**config.mk**
```make
export PLATFORM = sky130hd
export DESIGN_NAME = nubus_cpu_wbuf
export DESIGN_NICKNAME = d
export VERILOG_FILES = /design/src/rtl/nubus_wbuf_pkg.sv /design/src/rtl/nubus_wbuf_fifo.sv /design/src/rtl/nubus_cpu_wbuf.sv
export SDC_FILE = /design/constraint.sdc
export NUM_CORES = 1
export LEC_CHECK = 0
export ABC_AREA = 1
export CAP_MARGIN = 20
export CORE_UTILIZATION = 49
export DETAILED_ROUTE_END_ITERATION = 7
export PLACE_DENSITY_LB_ADDON = 0.2
export SLEW_MARGIN = 20
export SYNTH_ARGS = -nofsm -noshare
export SYNTH_HDL_FRONTEND = slang
export SYNTH_SLANG_ARGS = --single-unit
```
**constraint.sdc**
```tcl
create_clock -name nub_clkn -period 3.8 [get_ports nub_clkn]
set_input_delay 0.95 -clock nub_clkn [delete_from_list [all_inputs] [get_ports nub_clkn]]
set_output_delay 0.95 -clock nub_clkn [all_outputs]
set_load 0.05 [all_outputs]
```
**src/rtl/nubus_wbuf_pkg.sv**
```systemverilog
// Shared types for the NuBus CPU posted-write buffer: master FSM states, queued entry, NOP strobe.
// No logic; imported by nubus_wbuf_fifo and nubus_cpu_wbuf.
package nubus_wbuf_pkg;

    typedef enum logic [1:0] {
        M_IDLE  = 2'd0,
        M_WRITE = 2'd1,
        M_READ  = 2'd2,
        M_GAP   = 2'd3
    } m_state_t;

    typedef struct packed {
        logic [31:0] addr;
        logic [31:0] wdata;
        logic [3:0]  strb;
    } wbuf_entry_t;

    localparam logic [3:0] STRB_NOP = 4'b0000;

endpackage

```
**src/rtl/nubus_wbuf_fifo.sv**
```systemverilog
// Purpose: 2^DEPTH_W-entry queue of posted host writes.
// Latency: an entry pushed this cycle is visible at the head next cycle.
// Backpressure: caller must not push when full nor pop when empty.
module nubus_wbuf_fifo
    import nubus_wbuf_pkg::*;
#(
    parameter int DEPTH_W = 2
) (
    input  logic               nub_clkn,
    input  logic               nub_resetn,
    input  logic               push,
    input  wbuf_entry_t        push_dat,
    input  logic               pop,
    output wbuf_entry_t        head_dat,
    output logic               full,
    output logic               empty,
    output logic [DEPTH_W:0]   count
);

    localparam int DEPTH = 1 << DEPTH_W;

    wbuf_entry_t            mem [DEPTH];
    logic [DEPTH_W-1:0]     wr_ptr;
    logic [DEPTH_W-1:0]     rd_ptr;

    always_ff @(posedge nub_clkn or negedge nub_resetn) begin
        if (!nub_resetn) begin
            wr_ptr <= '0;
            rd_ptr <= '0;
            count  <= '0;
        end else begin
            if (push) wr_ptr <= wr_ptr + 1'b1;
            if (pop)  rd_ptr <= rd_ptr + 1'b1;
            case ({push, pop})
                2'b10:   count <= count + 1'b1;
                2'b01:   count <= count - 1'b1;
                default: count <= count;
            endcase
        end
    end

    // Storage needs no reset: the pointers alone decide what is valid.
    always_ff @(posedge nub_clkn) begin
        if (push) mem[wr_ptr] <= push_dat;
    end

    assign head_dat = mem[rd_ptr];
    assign full     = count[DEPTH_W];
    assign empty    = (count == '0);

endmodule

```
**src/rtl/nubus_cpu_wbuf.sv**
```systemverilog
// Purpose: posted-write buffer and request sequencer in front of the nubus cpu_* master port (option NUBUS_WBUF_LOCK_EN).
// Latency: writes acked 1 cycle after accept; reads wait for drain, then IDLE + NuBus latency + 1.
// Backpressure: host_ready withheld while the queue is full or a read/locked access is outstanding.
module nubus_cpu_wbuf
    import nubus_wbuf_pkg::*;
#(
    parameter int DEPTH_W = 2
) (
    input  logic               nub_clkn,
    input  logic               nub_resetn,
    input  logic               host_valid,
    input  logic [3:0]         host_write,
    input  logic [31:0]        host_addr,
    input  logic [31:0]        host_wdata,
    input  logic               host_lock,
    output logic               host_ready,
    output logic [31:0]        host_rdata,
    output logic               cpu_valid,
    output logic [31:0]        cpu_addr,
    output logic [31:0]        cpu_wdata,
    output logic [3:0]         cpu_write,
    output logic               cpu_lock,
    input  logic               cpu_ready,
    input  logic [31:0]        cpu_rdata,
    output logic [DEPTH_W:0]   wbuf_count,
    output logic               wbuf_empty
);

    m_state_t       state;
    wbuf_entry_t    push_dat;
    wbuf_entry_t    head_dat;
    logic           fifo_full;
    logic           fifo_empty;
    logic           lock_req;
    logic           push;
    logic           pop;
    logic           direct_req;

`ifdef NUBUS_WBUF_LOCK_EN
    assign lock_req = host_lock;
`else
    logic unused_host_lock;
    assign unused_host_lock = host_lock;
    assign lock_req         = 1'b0;
`endif

    // host_ready high means the current request is already done; never act on it twice.
    assign push       = host_valid && (host_write != STRB_NOP) && !lock_req && !fifo_full && !host_ready;
    assign direct_req = host_valid && ((host_write == STRB_NOP) || lock_req) && !host_ready;
    assign pop        = (state == M_WRITE) && cpu_ready;

    assign push_dat = '{addr: host_addr, wdata: host_wdata, strb: host_write};

    nubus_wbuf_fifo #(
        .DEPTH_W (DEPTH_W)
    ) u_fifo (
        .nub_clkn   (nub_clkn),
        .nub_resetn (nub_resetn),
        .push       (push),
        .push_dat   (push_dat),
        .pop        (pop),
        .head_dat   (head_dat),
        .full       (fifo_full),
        .empty      (fifo_empty),
        .count      (wbuf_count)
    );

    assign wbuf_empty = fifo_empty && (state != M_WRITE);

    always_ff @(posedge nub_clkn or negedge nub_resetn) begin
        if (!nub_resetn) begin
            state      <= M_IDLE;
            host_ready <= 1'b0;
            host_rdata <= '0;
            cpu_valid  <= 1'b0;
            cpu_addr   <= '0;
            cpu_wdata  <= '0;
            cpu_write  <= STRB_NOP;
            cpu_lock   <= 1'b0;
        end else begin
            host_ready <= push;
            case (state)
                M_IDLE: begin
                    if (!fifo_empty) begin
                        cpu_valid <= 1'b1;
                        cpu_addr  <= head_dat.addr;
                        cpu_wdata <= head_dat.wdata;
                        cpu_write <= head_dat.strb;
                        cpu_lock  <= 1'b0;
                        state     <= M_WRITE;
                    end else if (direct_req) begin
                        // Reads and locked accesses bypass the queue once it has drained.
                        cpu_valid <= 1'b1;
                        cpu_addr  <= host_addr;
                        cpu_wdata <= host_wdata;
                        cpu_write <= lock_req ? host_write : STRB_NOP;
                        cpu_lock  <= lock_req;
                        state     <= M_READ;
                    end
                end
                M_WRITE: begin
                    if (cpu_ready) begin
                        cpu_valid <= 1'b0;
                        state     <= M_GAP;
                    end
                end
                M_READ: begin
                    if (cpu_ready) begin
                        cpu_valid  <= 1'b0;
                        cpu_lock   <= 1'b0;
                        host_rdata <= cpu_rdata;
                        host_ready <= 1'b1;
                        state      <= M_GAP;
                    end
                end
                M_GAP: begin
                    state <= M_IDLE;
                end
                default: begin
                    state <= M_IDLE;
                end
            endcase
        end
    end

endmodule

```
# After elaboration in Yosys (flattened, before gate mapping)
# Memory sizes are Yosys's and may differ from the RTL's.
# Cells that the tools add are included.
# Widths: inputs -> output; s select.
[totals]
reg_bits = 112
mem_bits_rw = 272
word_cells = 70
memories = 1
[mem_list]
columns = ["name", "depth", "width", "rd", "rd_ports_with_merged_regs", "wr", "line", "rtl"]
rows = [
  ["u_fifo.mem", 4, 68, 1, 0, 1, "nubus_wbuf_fifo.sv:22", "wbuf_entry_t mem [DEPTH];"],
]
[classes]
addsub = 4
eq_ne = 10
mux = 22
reduce_logical = 22
[op_table]
columns = ["op", "count"]
rows = [
  ["$mux 32", 4],
  ["$mux 1", 9],
  ["$mux 4", 2],
  ["$logic_and 1x1->1", 7],
  ["$eq 2x2->1 const B", 3],
  ["$mux 2", 3],
  ["$ne 2x1->1 const B", 3],
  ["$pmux 2 s3", 1],
  ["$pmux 3 s2", 1],
  ["$reduce_and 2->1", 3],
  ["$reduce_and 3->1", 2],
  ["$reduce_bool 2->1", 3],
  ["$add 2x1->2 const B", 2],
  ["$eq 2x1->1 const B", 2],
  ["$logic_not 4->1", 1],
  ["$pmux 1 s2", 2],
  ["$reduce_bool 4->1", 1],
  ["$add 3x1->3 const B", 1],
  ["$logic_not 3->1", 1],
  ["$ne 3x3->1 const B", 1],
  ["$sub 3x1->3 const B", 1],
  ["$logic_not 1->1", 2],
  ["$logic_not 2->1", 1],
  ["$ne 2x2->1 const B", 1],
  ["$reduce_or 2->1", 1],
]

# Longest topological paths before layout
[logic_depth]
depth_word = 6
mapped_depth = 9
ltp_nobuf = 9

# By module
# From an unflattened synthesis, not the netlist that was laid out.
[hier_totals]
hier_cells = 1250
area_unflattened_um2 = 15822.7
[by_module_without_submodules]
columns = ["mod", "instances", "cells_per_inst", "area_each_um2", "seq_area_each_um2"]
rows = [
  ["nubus_wbuf_fifo", 1, 842, 11126.9, 8343.0],
  ["nubus_cpu_wbuf", 1, 408, 4695.8, 2602.5],
]

# Worst setup path after synthesis
# No wires, ideal clock.
[synth_path]
path_type = "input to register"
from = "input host_valid"
to = "memory u_fifo.mem[0][0] (netlist bit) (enable)"
arrival_time_ns = 4.235
required_ns = 3.305
slack_ns = -0.930
stages = 4
path_buffers = 0
cell_sequence = "inv_1 nor2_1 nand3_1 nor2_1"
[synth_via]
elab_chain_cells = 5
[synth_lines]
columns = ["item", "line", "rtl"]
rows = [
  ["start: declaration", "nubus_cpu_wbuf.sv:11", "input logic host_valid,"],
  ["$logic_and 1x1->1 (3 in series)", "nubus_cpu_wbuf.sv:48", "assign push = host_valid && (host_write != STRB_NOP) && !lock_req && !fifo_full && !host_ready;"],
  ["$mux 1", "nubus_wbuf_fifo.sv:44", "if (push) mem[wr_ptr] <= push_dat;"],
  ["$mux 1 (not written as such)", "nubus_wbuf_fifo.sv:44", ""],
  ["end: declaration", "nubus_wbuf_fifo.sv:22", ""],
]
# No other way between the ends.

# Final worst setup path
[layout_path]
from = "register state[1]"
to = "output wbuf_empty"
[layout_via]
elab_chain_cells = 2
[layout_lines]
columns = ["item", "line", "rtl"]
rows = [
  ["start: declaration", "nubus_cpu_wbuf.sv:29", "m_state_t state;"],
  ["start signal: assignment", "nubus_cpu_wbuf.sv:72", "state <= M_IDLE;"],
  ["start signal: assignment", "nubus_cpu_wbuf.sv:90", "state <= M_WRITE;"],
  ["start signal: assignment", "nubus_cpu_wbuf.sv:98", "state <= M_READ;"],
  ["$ne 2x1->1", "nubus_cpu_wbuf.sv:68", "assign wbuf_empty = fifo_empty && (state != M_WRITE);"],
  ["$logic_and 1x1->1", "nubus_cpu_wbuf.sv:68", ""],
  ["end: declaration", "nubus_cpu_wbuf.sv:26", "output logic wbuf_empty"],
]
# No other way between the ends.

==> results.md <==
* Pwr/cell area at 892 nW/um^2
* Worst-path cell chain: inv_1, ha_1, nor2_1, clkdlybuf4s50_1
* Nets at 1681
* Largest net degree at the start of global routing at 81
* Worst Path Max Fanout at 4
* Clock slew seen by the registers of the worst setup and hold paths at 0.06 ns
* Worst rel slew slack at 0.339
* Final Critical Period at 3.13 ns
* First-pass GRT wire length at 55.3 mm
* Synth area leaders: edfxtp_1 (53%), dfrtp_1 (18%), nand2_1 (15%)
* Unrepaired setup endpoints after global routing: no
* TritonCTS Buffers at 40
* Post-CTS Resized at 0
* Max-Cap Viols at 0
* Vias in the first global route at 10611
* Final period utilization at 0.823
* CP Data Required Time at 2.85 ns
* Fin cells at 1997
* Total setup buffers inserted after CTS at 0
* Post-DRT Antenna Nets at 0
* Worst Path Arrival at 2.18 ns
* Worst Max-Slew Pin Slew at 0.992 ns
* Hold Buf Count CTS at 0
* Maximum operating frequency at 0.320 GHz
* Post-synth cell types at 27
* Peak VDD IR at 606 uV
* CP Capture Type: output port
* GR Overflow Total at 0
* Area growth syn-to-layout at 23.6%
* Die Height at 180 microns
* Antenna violations before repair at 3
* Most frequent cells in the layout: nand2_1 (611), edfxtp_1 (272), nand3_1 (209)
* Critical Path Max Stage Delay at 0.83 ns
* H-tree depth at 2
* Post-DP HPWL at 18.7 mm
* Slowest CP cell: clkdlybuf4s50_1
* Synth warnings at 0
* Clk sink count at 383
* Row count at 64
* GRT Resource Usage Total at 0.216
* Register bit count reported by yosys at 383
* Drt total wl at 34.1 mm
* Syn Inst Count at 1373
* Core footprint at 30800 sq um
* TritonRoute pass-1 iters at 7
* CTS root buf: clkbuf_16
* DR vias/cell at 5.18
* Post-Synthesis Cell Area at 15400 sq um
* Maximum clock path buffer count at 3
* Via Count at 10351
* Register area at 11000 sq um
* Max-slew violations at 0
* CP Class: register to output port
* CTS tree: built
* Post-synth top area share at 0.529
* Skew-Pair Late Insertion Delay at 0.53 ns
* Multi-input gate area at 4050 sq um
* Die width at 180 microns
* Starting Density at 0.501
* Drt drc at 16
* Most common library cell in the layout ignoring fill and taps: nand2_1
* Critical Path Start Type: register
* Setup violators final at 0
* Post-synthesis sequential area ratio at 0.709
* Die area at 32200 sq um
* Clock Skew at 0.0142 ns
* Avg Inst Size Synth at 11.2 sq um
* Routability cong. at 0.728
* Leak at 7.72 nW
* DR WL/cell at 17.1 microns
* Starting DRC count in detailed routing at 753
* PnR worst setup slack at 0.673 ns
* Status: finished with violations
* Port bufs at 209
* Filler instances at 2428
* Synth area leader: edfxtp_1
* Share of cells above drive strength 1 at 0.0532
* Pre-CTS setup slack at 0.798 ns
* Final hold viol count at 0
* HP Class: primary input to asynchronous set/reset pin
* Failing checks: design-rule violations
* Cells after DPL at 1919
* IO Pins at 212
* Mapped Nets at 1489
layout make-up:
type,count,share of cell area
Clock buffer,63,0.0591
Inverter,19,0.00387
Clock inverter,11,0.00413
Tap cell,396,0.0260
Timing Repair Buffer,228,0.120
Sequential cell,383,0.574
Antenna cell,4,0.000524
Multi-Input combinational cell,893,0.212
final timing paths:
kind / startpoint / cells after the start / slack (ns) / to
max: state[1] / 4 / 0.67 / wbuf_empty
min: nub_resetn / 1 / 0.43 / host_rdata[12]
max reg2reg: u_fifo.count[0] / 9 / 1.10 / state[0]
min reg2reg: cpu_addr[30] / 2 / 0.46 / cpu_addr[30]
max in group asynchronous: nub_resetn / 2 / 2.54 / cpu_addr[20]
min in group nub_clkn: cpu_addr[30] / 2 / 0.46 / cpu_addr[30]
per-stage QoR:
step / hold WS [ns] / util / TNS (ns) / power [mW] / cell area [sq um]
finish: 0.435 / 0.619 / 0 / 17.0 / 19100
global route: 0.468 / 0.619 / 0 / 18.1 / 19100
CTS: 0.446 / 0.619 / 0 / 17.2 / 19100
detailed placement: 0.458 / 0.580 / 0 / 13.5 / 17900
global placement: 0.453 / 0.580 / 0 / 13.4 / 17900
floorplan: 0.492 / - / -252.98 / 11.2 / 15400
critical path: cells and delay by family, from the launching register on:
kind                     cells  cell delay, ns
adder cells (fa/ha/maj)      1            0.22
buffers and inverters        2            0.92
flip-flops                   1            0.39
AND/OR/NAND/NOR              1            0.12
power by group:
group / internal [mW] / total, mW / leakage, nW / switching (mW)
combinational: 2.33 / 7.44 / 3.33 / 5.11
sequential: 5.47 / 5.96 / 3.81 / 0.495
clock: 2.11 / 3.63 / 0.581 / 1.52
sequential cells by signal, indices dropped and copies added, names as in the netlist:
register / cells
cpu_addr: 32
cpu_valid: 1
cpu_wdata: 32
cpu_write: 4
host_rdata: 32
host_ready: 1
state: 2
u_fifo.count: 3
u_fifo.mem: 272
u_fifo.rd_ptr: 2
u_fifo.wr_ptr: 2
synth_stat cells, drive strengths merged:
master    n
a21oi     3
mux2     33
buf      65
a21boi    1
nand4     1
edfxtp  272
xor2      3
xnor2     1
clkbuf   13
fa        1
ha       10
dfrtp   111
nor2     14
nand3   209
nand2   612
or2       1
conb      1
o21ai     3
inv      19
per-layer routing:
metal | global-route usage | wire, microns | vias to the layer above | part of all wire
met5 | 0 | 0 | - | 0
met4 | 0.0614 | 698 | 0 | 0.020
met3 | 0.0494 | 2310 | 48 | 0.068
met2 | 0.367 | 16500 | 301 | 0.48
met1 | 0.277 | 14600 | 5012 | 0.43
li1 | - | - | 4990 | -
cell families (layout without fill, tap and decap cells):
kind of cell               after synthesis  in the layout  synth area share
xor gates and xnor gates                 4              4           0.00227
adders and majority gates               11             11           0.00940
buffers and inverters                   97            321            0.0316
and+or+nand+nor                        837            837             0.221
AOI/OAI and AO/OA                        7              7           0.00267
muxes                                   33             33            0.0241
DFF                                    383            383             0.709
other                                    1              5          0.000243
Note: power is estimated with default switching activity, not from simulation.
